## src/rtl/fetch_sequencer.sv

```systemverilog
// Fetch-stage control: arbitrates freeze, branch, jump, halt and load-use requests
// into PC hold/redirect and pipeline squash controls, deferring redirects seen during a freeze.
module fetch_sequencer #(
  parameter int FLUSH_CYCLES = 1,
  parameter int ADDR_W       = 32
) (
  input  logic              clk,
  input  logic              reset,
  input  logic              mem_busy,
  input  logic              branch_taken,
  input  logic [ADDR_W-1:0] branch_target,
  input  logic              jump_valid,
  input  logic [ADDR_W-1:0] jump_target,
  input  logic              halt_req,
  input  logic              resume,
  input  logic              load_use_hazard,
  output logic              stall_flush,
  output logic              PC_Src,
  output logic [ADDR_W-1:0] PC_jump,
  output logic              if_id_flush,
  output logic              id_ex_bubble,
  output logic [1:0]        fsm_state,
  output logic [15:0]       stall_cycles
);

  typedef enum logic [1:0] {RUN = 2'd0, STALL = 2'd1, FLUSH = 2'd2, HALT = 2'd3} state_e;

  localparam logic [3:0] FLUSH_INIT = 4'(FLUSH_CYCLES);

  state_e              state_q, state_d;
  logic                pend_valid_q, pend_valid_d;
  logic [ADDR_W-1:0]   pend_target_q, pend_target_d;
  logic [3:0]          flush_cnt_q, flush_cnt_d;
  logic [15:0]         stall_cycles_q, stall_cycles_d;

  logic                sf, src, flush, bub;
  logic [ADDR_W-1:0]   pcj;
  logic                cap_en;
  logic [ADDR_W-1:0]   cap_target;

  // A branch always overrides a queued target; a jump only fills an empty slot.
  always_comb begin
    cap_en     = branch_taken || (jump_valid && !pend_valid_q);
    cap_target = branch_taken ? branch_target : jump_target;
  end

  always_comb begin
    state_d       = state_q;
    pend_valid_d  = pend_valid_q;
    pend_target_d = pend_target_q;
    flush_cnt_d   = flush_cnt_q;
    sf            = 1'b0;
    src           = 1'b0;
    flush         = 1'b0;
    bub           = 1'b0;
    pcj           = '0;
    unique case (state_q)
      RUN: begin
        if (mem_busy) begin
          sf      = 1'b1;
          state_d = STALL;
          if (cap_en) begin
            pend_valid_d  = 1'b1;
            pend_target_d = cap_target;
          end
        end else if (pend_valid_q || branch_taken || jump_valid) begin
          src          = 1'b1;
          flush        = 1'b1;
          bub          = pend_valid_q || branch_taken;
          pcj          = pend_valid_q ? pend_target_q :
                         (branch_taken ? branch_target : jump_target);
          pend_valid_d = 1'b0;
          state_d      = FLUSH;
          flush_cnt_d  = FLUSH_INIT;
        end else if (halt_req) begin
          sf      = 1'b1;
          state_d = HALT;
        end else if (load_use_hazard) begin
          sf  = 1'b1;
          bub = 1'b1;
        end
      end
      STALL: begin
        sf = 1'b1;
        if (cap_en) begin
          pend_valid_d  = 1'b1;
          pend_target_d = cap_target;
        end
        if (!mem_busy) state_d = RUN;
      end
      FLUSH: begin
        // Requests here come from wrong-path instructions and are dropped.
        flush = 1'b1;
        if (mem_busy) begin
          sf = 1'b1;
        end else begin
          flush_cnt_d = flush_cnt_q - 4'd1;
          if (flush_cnt_q == 4'd1) state_d = RUN;
        end
      end
      HALT: begin
        sf = 1'b1;
        if (resume) state_d = RUN;
      end
      default: state_d = RUN;
    endcase
    stall_cycles_d = (sf && stall_cycles_q != 16'hFFFF) ? stall_cycles_q + 16'd1 : stall_cycles_q;
  end

  always_ff @(posedge clk or posedge reset) begin
    if (reset) begin
      state_q        <= RUN;
      pend_valid_q   <= 1'b0;
      pend_target_q  <= '0;
      flush_cnt_q    <= 4'd0;
      stall_cycles_q <= 16'd0;
    end else begin
      state_q        <= state_d;
      pend_valid_q   <= pend_valid_d;
      pend_target_q  <= pend_target_d;
      flush_cnt_q    <= flush_cnt_d;
      stall_cycles_q <= stall_cycles_d;
    end
  end

  assign stall_flush  = sf & ~reset;
  assign PC_Src       = src & ~reset;
  assign PC_jump      = reset ? '0 : pcj;
  assign if_id_flush  = flush & ~reset;
  assign id_ex_bubble = bub & ~reset;
  assign fsm_state    = state_q;
  assign stall_cycles = stall_cycles_q;

  assert property (@(posedge clk) disable iff (reset) !(PC_Src && stall_flush));

endmodule
```

## config.mk

```make
export PLATFORM = sky130hd
export DESIGN_NAME = fetch_sequencer
export DESIGN_NICKNAME = d
export VERILOG_FILES = /design/src/rtl/fetch_sequencer.sv
export SDC_FILE = /design/constraint.sdc
export NUM_CORES = 1
export LEC_CHECK = 0
export CAP_MARGIN = 20
export CORE_MARGIN = 1
export CORE_UTILIZATION = 47
export CTS_CLUSTER_DIAMETER = 50
export DETAILED_ROUTE_END_ITERATION = 10
export GPL_TIMING_DRIVEN = 1
export PLACE_DENSITY = 0.86
export SKIP_LAST_GASP = 1
export SLEW_MARGIN = 15
export SYNTH_ARGS = -nofsm -noshare
export SYNTH_HDL_FRONTEND = slang
export SYNTH_SLANG_ARGS = --single-unit
export TNS_END_PERCENT = 30
```

## constraint.sdc

```tcl
create_clock -name clk -period 3.9 [get_ports clk]
set_clock_uncertainty 0.2 [all_clocks]
set_input_delay 0.39 -clock clk [delete_from_list [all_inputs] [get_ports clk]]
set_output_delay 0.39 -clock clk [all_outputs]
set_load 0.02 [all_outputs]
```

After elaboration in Yosys (flattened, before gate mapping)
Index checks and enable logic that the tools add are counted.
Storage, ports and cells
  output and inout port bits: 54
  word-level logic and storage cells: 79
  input bits: 72
  bits in registers: 55
Cells by class
  bitwise logic cells: 5
  reductions and logical operators: 14
  $add $sub $neg: 2
  mux-type cells: 39
  eq/ne operators: 14
Operators by type and width (number)
  32-bit two-way mux: 8
  32-bit one-hot mux with 2 select lines: 1
  16-bit by 1-bit adder with 16-bit output (second input constant): 1
  16-bit != test (second input constant): 1
  1-bit two-way mux: 15
  2-bit two-way mux: 7
  2-bit != test (second input constant): 7
  4-bit two-way mux: 3
  2-bit one-hot mux with 4 select lines: 1
  4-bit one-hot mux with 2 select lines: 1
  5-bit AND reduction: 1
  1-bit bitwise AND: 4
  2-bit == test (second input constant): 2
  4-bit by 1-bit == test with 1-bit output (second input constant): 1
  4-bit != test (second input constant): 1
  1-bit one-hot mux with 2 select lines: 2
  2-bit AND reduction: 2
  4-bit AND reduction: 1
  2-bit nonzero test: 2
  4-bit by 1-bit subtractor with 4-bit output (second input constant): 1
  1-bit logical OR: 3
  3-bit != test (second input constant): 1
  1-bit one-hot mux with 3 select lines: 1
  2-bit by 1-bit == test with 1-bit output (second input constant): 1
  5 further kinds: 6

Depth between registers and ports, before layout
Gate-level depths: netlist (run 1).
  word-level depth: 6
  gate-level depth with buffers: 7
  mapped depth without buffers: 7

Least setup slack after synthesis (run 1)
No wires, ideal clock.
  kind: reg2out
  start: reg state_q[0], in the netlist fsm_state[0]
  end: out PC_jump[10]
  cell stages (with the launch flop): 7
  data arrival time: 1.997 ns
  setup slack: 1.313 ns
  path through: dfrtp_1 -> clkbuf_1 -> or3_1 -> or3_1 -> clkbuf_1 -> clkbuf_1 -> nor2_1
On the way
  word-level cells in the longest chain between the ends: 3
RTL lines
  from (decl): RTL line 30  | state_e state_q, state_d;
  from (signal assigned): RTL line 118  | state_q <= state_d;
  2-bit zero test: RTL line 57  | unique case (state_q)
  32-bit two-way mux: RTL line 57
  32-bit two-way mux: RTL line 128  | assign PC_jump = reset ? '0 : pcj;
  to (decl): RTL line 19  | output logic [ADDR_W-1:0] PC_jump,
Every way passes these cells.

Final worst setup path (run 1)
  start: reg state_q[1], in the netlist fsm_state[1]
  end: out PC_jump[16]
The elaborated chain is that of the path after synthesis.

==> results.yml, run 1 <==
floorplan:
  fp.dieArea_mm2: 0.00692
  core_area_mm2: 0.00635
  die_x_um: 83.2
  rows: 29
  pin_count: 126
  die_h_um: 83.2
  start_util_pct: 48.8
layout:
  multi_input_area_mm2: 0.00161
  final_util_pct: 70.6
  drive_above_1_share_pct: 4.57
  diodes: 0
  nFillCells: 504
  ff_latch_area_mm2: 0.00138
  area_growth_pct: 44.8
  fin_cells: 558
  layout.nets: 555
global_routing:
  grt_pass1_vias: 2834
  grt_use_total_pct: 21.9
  antenna_found_initial: 0
  grt_max_degree: 65
  grt_pass1_wl_um: 12400
  overflow: 0
critical_path:
  cp_max_fo: 33
  critPathArrivalTime_ps: 2680
  ff2ff_setup_slack_ps: 1380
  r2r_cells: 4
  cp-start-kind: "register"
  worstSetupEndpointType: "output pin"
  path_class: "reg2out"
  regToRegStartpoint: "pend_valid_q"
  required_ps: 3310
  r2r-end: "stall_cycles[1]"
drt:
  route.detailed.drc: 0
  first_pass_iters: 4
  vias_per_cell: 5.22
  via_count: 2915
  wire_per_inst_um: 13.4
  drt_iter0_drc: 63
  routed_wl_um: 7500
  antenna_left: 0
yosys:
  ys_top_cells_by_area: "dfrtp_1 44%, mux2i_1 10%, nor2_1 9.2%"
  synthesis.area_mm2: 0.00310
  ys_warn_count: 0
  syn_nets: 442
  synth_edf_count: 0
  yosysSeqAreaShare_pct: 44.4
  ys.flop_type: "dfrtp_1"
  syn_inst: 367
  avgSynthCellArea_um2: 8.44
  ys_ff_latch: 55
  yosys.area.top_type: "dfrtp_1"
  yosysUniqueCellTypes: 30
  async_flop_share_pct: 100
  yosysTopAreaCellShare_pct: 44.4
placed_design:
  placement.io_buffers: 125
  dp_cells: 550
  dp.final_hpwl_um: 5630
  dp_slack_ps: 664
  gp_congestion: 0.863
cts:
  cts.repair.resized: 0
  post-cts-setup-buffers: 0
  numCtsBuffers: 5
  cts_tree: "built"
  clk_latency_ps: 300
  cts_sinks: 55
  holdBufCountCts: 0
  cts-root-buf: "clkbuf_8"
  h-tree-depth: 2
  clk_pin_slew_ps: 90
  clockBufferDepth: 2
sta:
  setup_tns_ps: 0
  setup_ws_ps: 628
  whs_ps: 291
  final.min_clock_period_ps: 3270
  setup_viol: 0
  fmax_mhz: 306
  finalCritPeriodShare_pct: 83.9
  max_slew_margin_pct: 49.5
  finalHoldViolations: 0
  rsz0062_at_grt: "no"
  maxSlewViolCount: 0
  tightest_slew_ps: 756
outcome:
  outcome: "completed"
hold_path:
  hold_class: "reg2reg"
  holdPathEnd: "pend_target_q[25]"
  min_from: "pend_target_q[25]"
  holdPathStages: 2
power:
  vdd_drop_max_v: 0.000461
  power.density_mw_per_mm2: 554
  leakagePower_nw: 1.90
job:
  drv_cap: 0
[cells in the final DEF, fill, tap and decap left out, types with 4 or more instances in the layout]
cell type	count
a21oi_1	33
and3_1	4
nor2_1	76
nand2_1	42
dfrtp_1	54
o21ai_0	39
nor3_1	7
nand3_1	6
clkdlybuf4s50_1	124
mux2i_1	32
nand4_1	8
buf_4	5
xnor2_1	12
clkbuf_8	7
[layout make-up]
class	count	area share, %
inverter	4	0.335
timing repair buffer	130	28.6
multi-input combinational	284	35.9
tap	77	2.15
sequential	55	30.7
clock buffer	8	2.23
[Yosys cell counts (all sizes together) (2+ instances only)]
cell type	instances
nor2b	3
or3	4
mux2i	32
and3	4
xnor2	12
o21ai	40
inv	4
clkbuf	21
a22o	2
xor2	2
a21oi	33
nand2	42
ha	3
nand4	8
nand3	6
nor3	8
buf	3
mux2	3
nor2	76
dfrtp	55
[cell families (layout without fill, tap and decap cells)]
kind of cell	after synthesis	after routing	share of synthesized area (%)
compound gates	80	80	14.1
xor+xnor	14	14	3.96
buf+inv	28	142	3.88
fa+ha+maj	3	3	1.21
flops	55	55	44.4
simple gates	152	152	21.0
mux	35	35	11.4
[per-layer routing]
metal	part of all wire (%)	track usage, %	routed length (um)
met3	4.5	3.98	335
met4	1.8	7.05	132
met5	0	0	0
met2	51	39.6	3810
met1	43	26.1	3220
[per-stage QoR]
step	area [um2]	total power, mW
2_1_floorplan	3100	1.73
6_report	4480	2.48
3_5_place_dp	4380	2.17
5_1_grt	4480	2.68
3_3_place_gp	4380	2.11
4_1_cts	4480	2.51
[registers in the layout, summed over array words and instances, names as in the netlist]
signal,count
pend_target_q,32
pend_valid_q,1
flush_cnt_q,4
fsm_state,2
stall_cycles,16
[report_power, final]
part / switching [mW] / internal [mW] / total [mW] / leakage (nW)
clock network: 0.172 / 0.162 / 0.334 / 0.0515
registers: 0.228 / 0.798 / 1.03 / 0.690
logic: 0.609 / 0.515 / 1.12 / 1.16
total: 1.01 / 1.48 / 2.48 / 1.90
[worst max-delay path: stages, from the launching register on]
cell and delay [ps]:
dfrtp_1 530, or3_1 480, or3_1 330, buf_4 260, nor2_1 160, clkdlybuf4s50_1 620
[worst max-delay path by stage]
stage	from	end	slack, ps	cells past startpoint
detailed placement	mem_busy	PC_jump[29]	660	6
floorplan	fsm_state[0]	PC_jump[10]	1310	6
finish	fsm_state[1]	PC_jump[16]	630	5
global route	fsm_state[1]	PC_jump[23]	510	5
global placement	mem_busy	PC_jump[29]	730	6
CTS	fsm_state[1]	PC_jump[16]	610	5
Note: power is estimated with default switching activity, not from simulation.
==> run 2, diff against run 1 <==
CORE_UTILIZATION = 39   (was 47)
PLACE_DENSITY = 0.77   (was 0.86)
clock period = 2.65 ns   (was 3.9 ns; I/O delays follow)
==> run 2 against run 1 <==
Compared with the run above: the run now ends with negative setup slack left; global-route usage down 2.2 points; routed wire length up 5.1%; worst hold slack worse by 60 ps; utilization down 9.9 points.
==> results.yml, run 2 (same netlist as run 1, synthesis figures left out) <==
critical_path:
  regToRegStartpoint: "pend_valid_q"
  max_stage_delay_ps: 600
  critPathMostFrequentCell: "or3_1"
  worstSetupEndpointType: "output pin"
  cp_max_fo: 32
  slowest_stage: "clkdlybuf4s50_1"
  path_cells: "or3_1 > or3_1 > buf_12 > nor2_1 > clkdlybuf4s50_1"
  required_ps: 2180
  critPathArrivalTime_ps: 2380
  critical_path.startpoint: "fsm_state[1]"
  path_class: "reg2out"
  cp-start-kind: "register"
  ff2ff_setup_slack_ps: 460
power:
  p_total_mw: 3.74
  p_comb_share_pct: 49.6
  power.density_mw_per_mm2: 801
  pwr-share-clk_pct: 12.8
  switching_power_mw: 1.51
  p_int_mw: 2.23
  vdd_drop_max_v: 0.000493
  leakagePower_nw: 2.17
  p_seq_share_pct: 37.6
  switching_share_pct: 40.4
cts:
  cts_tree: "built"
  clk_pin_slew_ps: 90
  cts_sinks: 55
  cts-root-buf: "clkbuf_8"
  numCtsBuffers: 5
  clk_latency_ps: 300
  clockBufferDepth: 2
  cts.repair.resized: 9
  holdBufCountCts: 0
  h-tree-depth: 2
  post-cts-setup-buffers: 0
layout:
  final_common_cell: "clkdlybuf4s50_1"
  drive_above_1_share_pct: 7.47
  fin_cells: 597
  area_growth_pct: 50.7
  final_area_mm2: 0.00467
  largest_register_ffs: 32
  nFillCells: 719
  final_util_pct: 60.7
  top_register: "pend_target_q"
  layout_common_cells: "107 x clkdlybuf4s50_1, 76 x nor2_1, 54 x dfrtp_1"
  layout.nets: 570
  diodes: 0
drt:
  route.detailed.drc: 0
  wire_per_inst_um: 13.2
  vias_per_cell: 4.94
  via_count: 2952
  drt_iter0_drc: 82
  antenna_left: 0
  first_pass_iters: 4
  routed_wl_um: 7890
global_routing:
  antenna_found_initial: 0
  grt_pass1_wl_um: 13300
  grt_use_total_pct: 19.7
  overflow: 0
  grt_pass1_vias: 2941
  grt_max_degree: 65
sta:
  whs_ps: 231
  fmax_mhz: 351
  tightest_slew_ps: 550
  setup_viol: 16
  finalCritPeriodShare_pct: 107
  finalHoldViolations: 0
  setup_tns_ps: -2800
  setup_ws_ps: -197
  final.min_clock_period_ps: 2850
  maxSlewViolCount: 0
  max_slew_margin_pct: 63.3
  rsz0062_at_grt: "yes"
floorplan:
  die_x_um: 91.1
  pin_count: 126
  rows: 32
  fp.dieArea_mm2: 0.00830
  core_area_mm2: 0.00769
  start_util_pct: 40.3
  die_h_um: 91.1
placed_design:
  placement.io_buffers: 125
  dp_slack_ps: -162
  place_area_mm2: 0.00457
  gp_congestion: 0.866
  dp_cells: 590
  dp.final_hpwl_um: 5890
hold_path:
  min_from: "branch_taken"
  hold_class: "in2reg"
job:
  drv_cap: 0
outcome:
  violations: "negative setup slack"
  outcome: "complete, but fails checks"
==> run 2: cell types whose count changed in the layout (fill, tap and decap cells not counted), sizes merged <==
| cell | change |
|---|---|
| clkdlybuf4s50 | -17 |
| inv | +1 |
| buf | +15 |
| dlygate4sd2 | +9 |
| dlymetal6s2s | +8 |
| clkbuf | -2 |
==> run 2: path summary, 6_finish.rpt <==
path | end | cells after the start
max | PC_jump[7] | 5
min | pend_target_q[29] | 3
min in group asynchronous | pend_target_q[29] | 3
max in group asynchronous | stall_cycles[14] | 4
max reg2reg | stall_cycles[3] | 7
min reg2reg | pend_target_q[4] | 2
==> run 2: layout make-up <==
cell class / instances / area [um2] / share of cell area (%)
Clock inverter: 1 / 8.76 / 0.188
Inverter: 4 / 15.0 / 0.322
Sequential cell: 55 / 1380 / 29.5
Multi-Input combinational cell: 284 / 1610 / 34.5
Clock buffer: 6 / 82.6 / 1.77
Tap cell: 102 / 128 / 2.74
Timing Repair Buffer: 145 / 1440 / 30.9
==> run 2: worst max-delay path: cells and delay by family, from the launching register on <==
family	cells	cell delay, ps
buffers and inverters	2	800
and+or+nand+nor	3	890
DFF	1	390
==> run 2: power groups by stage <==
stage / Combinational (mW) / Sequential [mW] / Clock [mW]
after floorplan: 1.09 / 1.46 / 0
after global placement: 1.83 / 1.40 / 0
after detailed placement: 1.89 / 1.42 / 0
after CTS: 1.88 / 1.41 / 0.497
after global routing: 2.09 / 1.46 / 0.522
final: 1.85 / 1.41 / 0.477
==> run 2: metal layers <==
layer	track usage [%]	routed length, um
met2	36.0	4090
met4	4.76	62
met5	0	0
met3	3.35	331
met1	23.9	3400
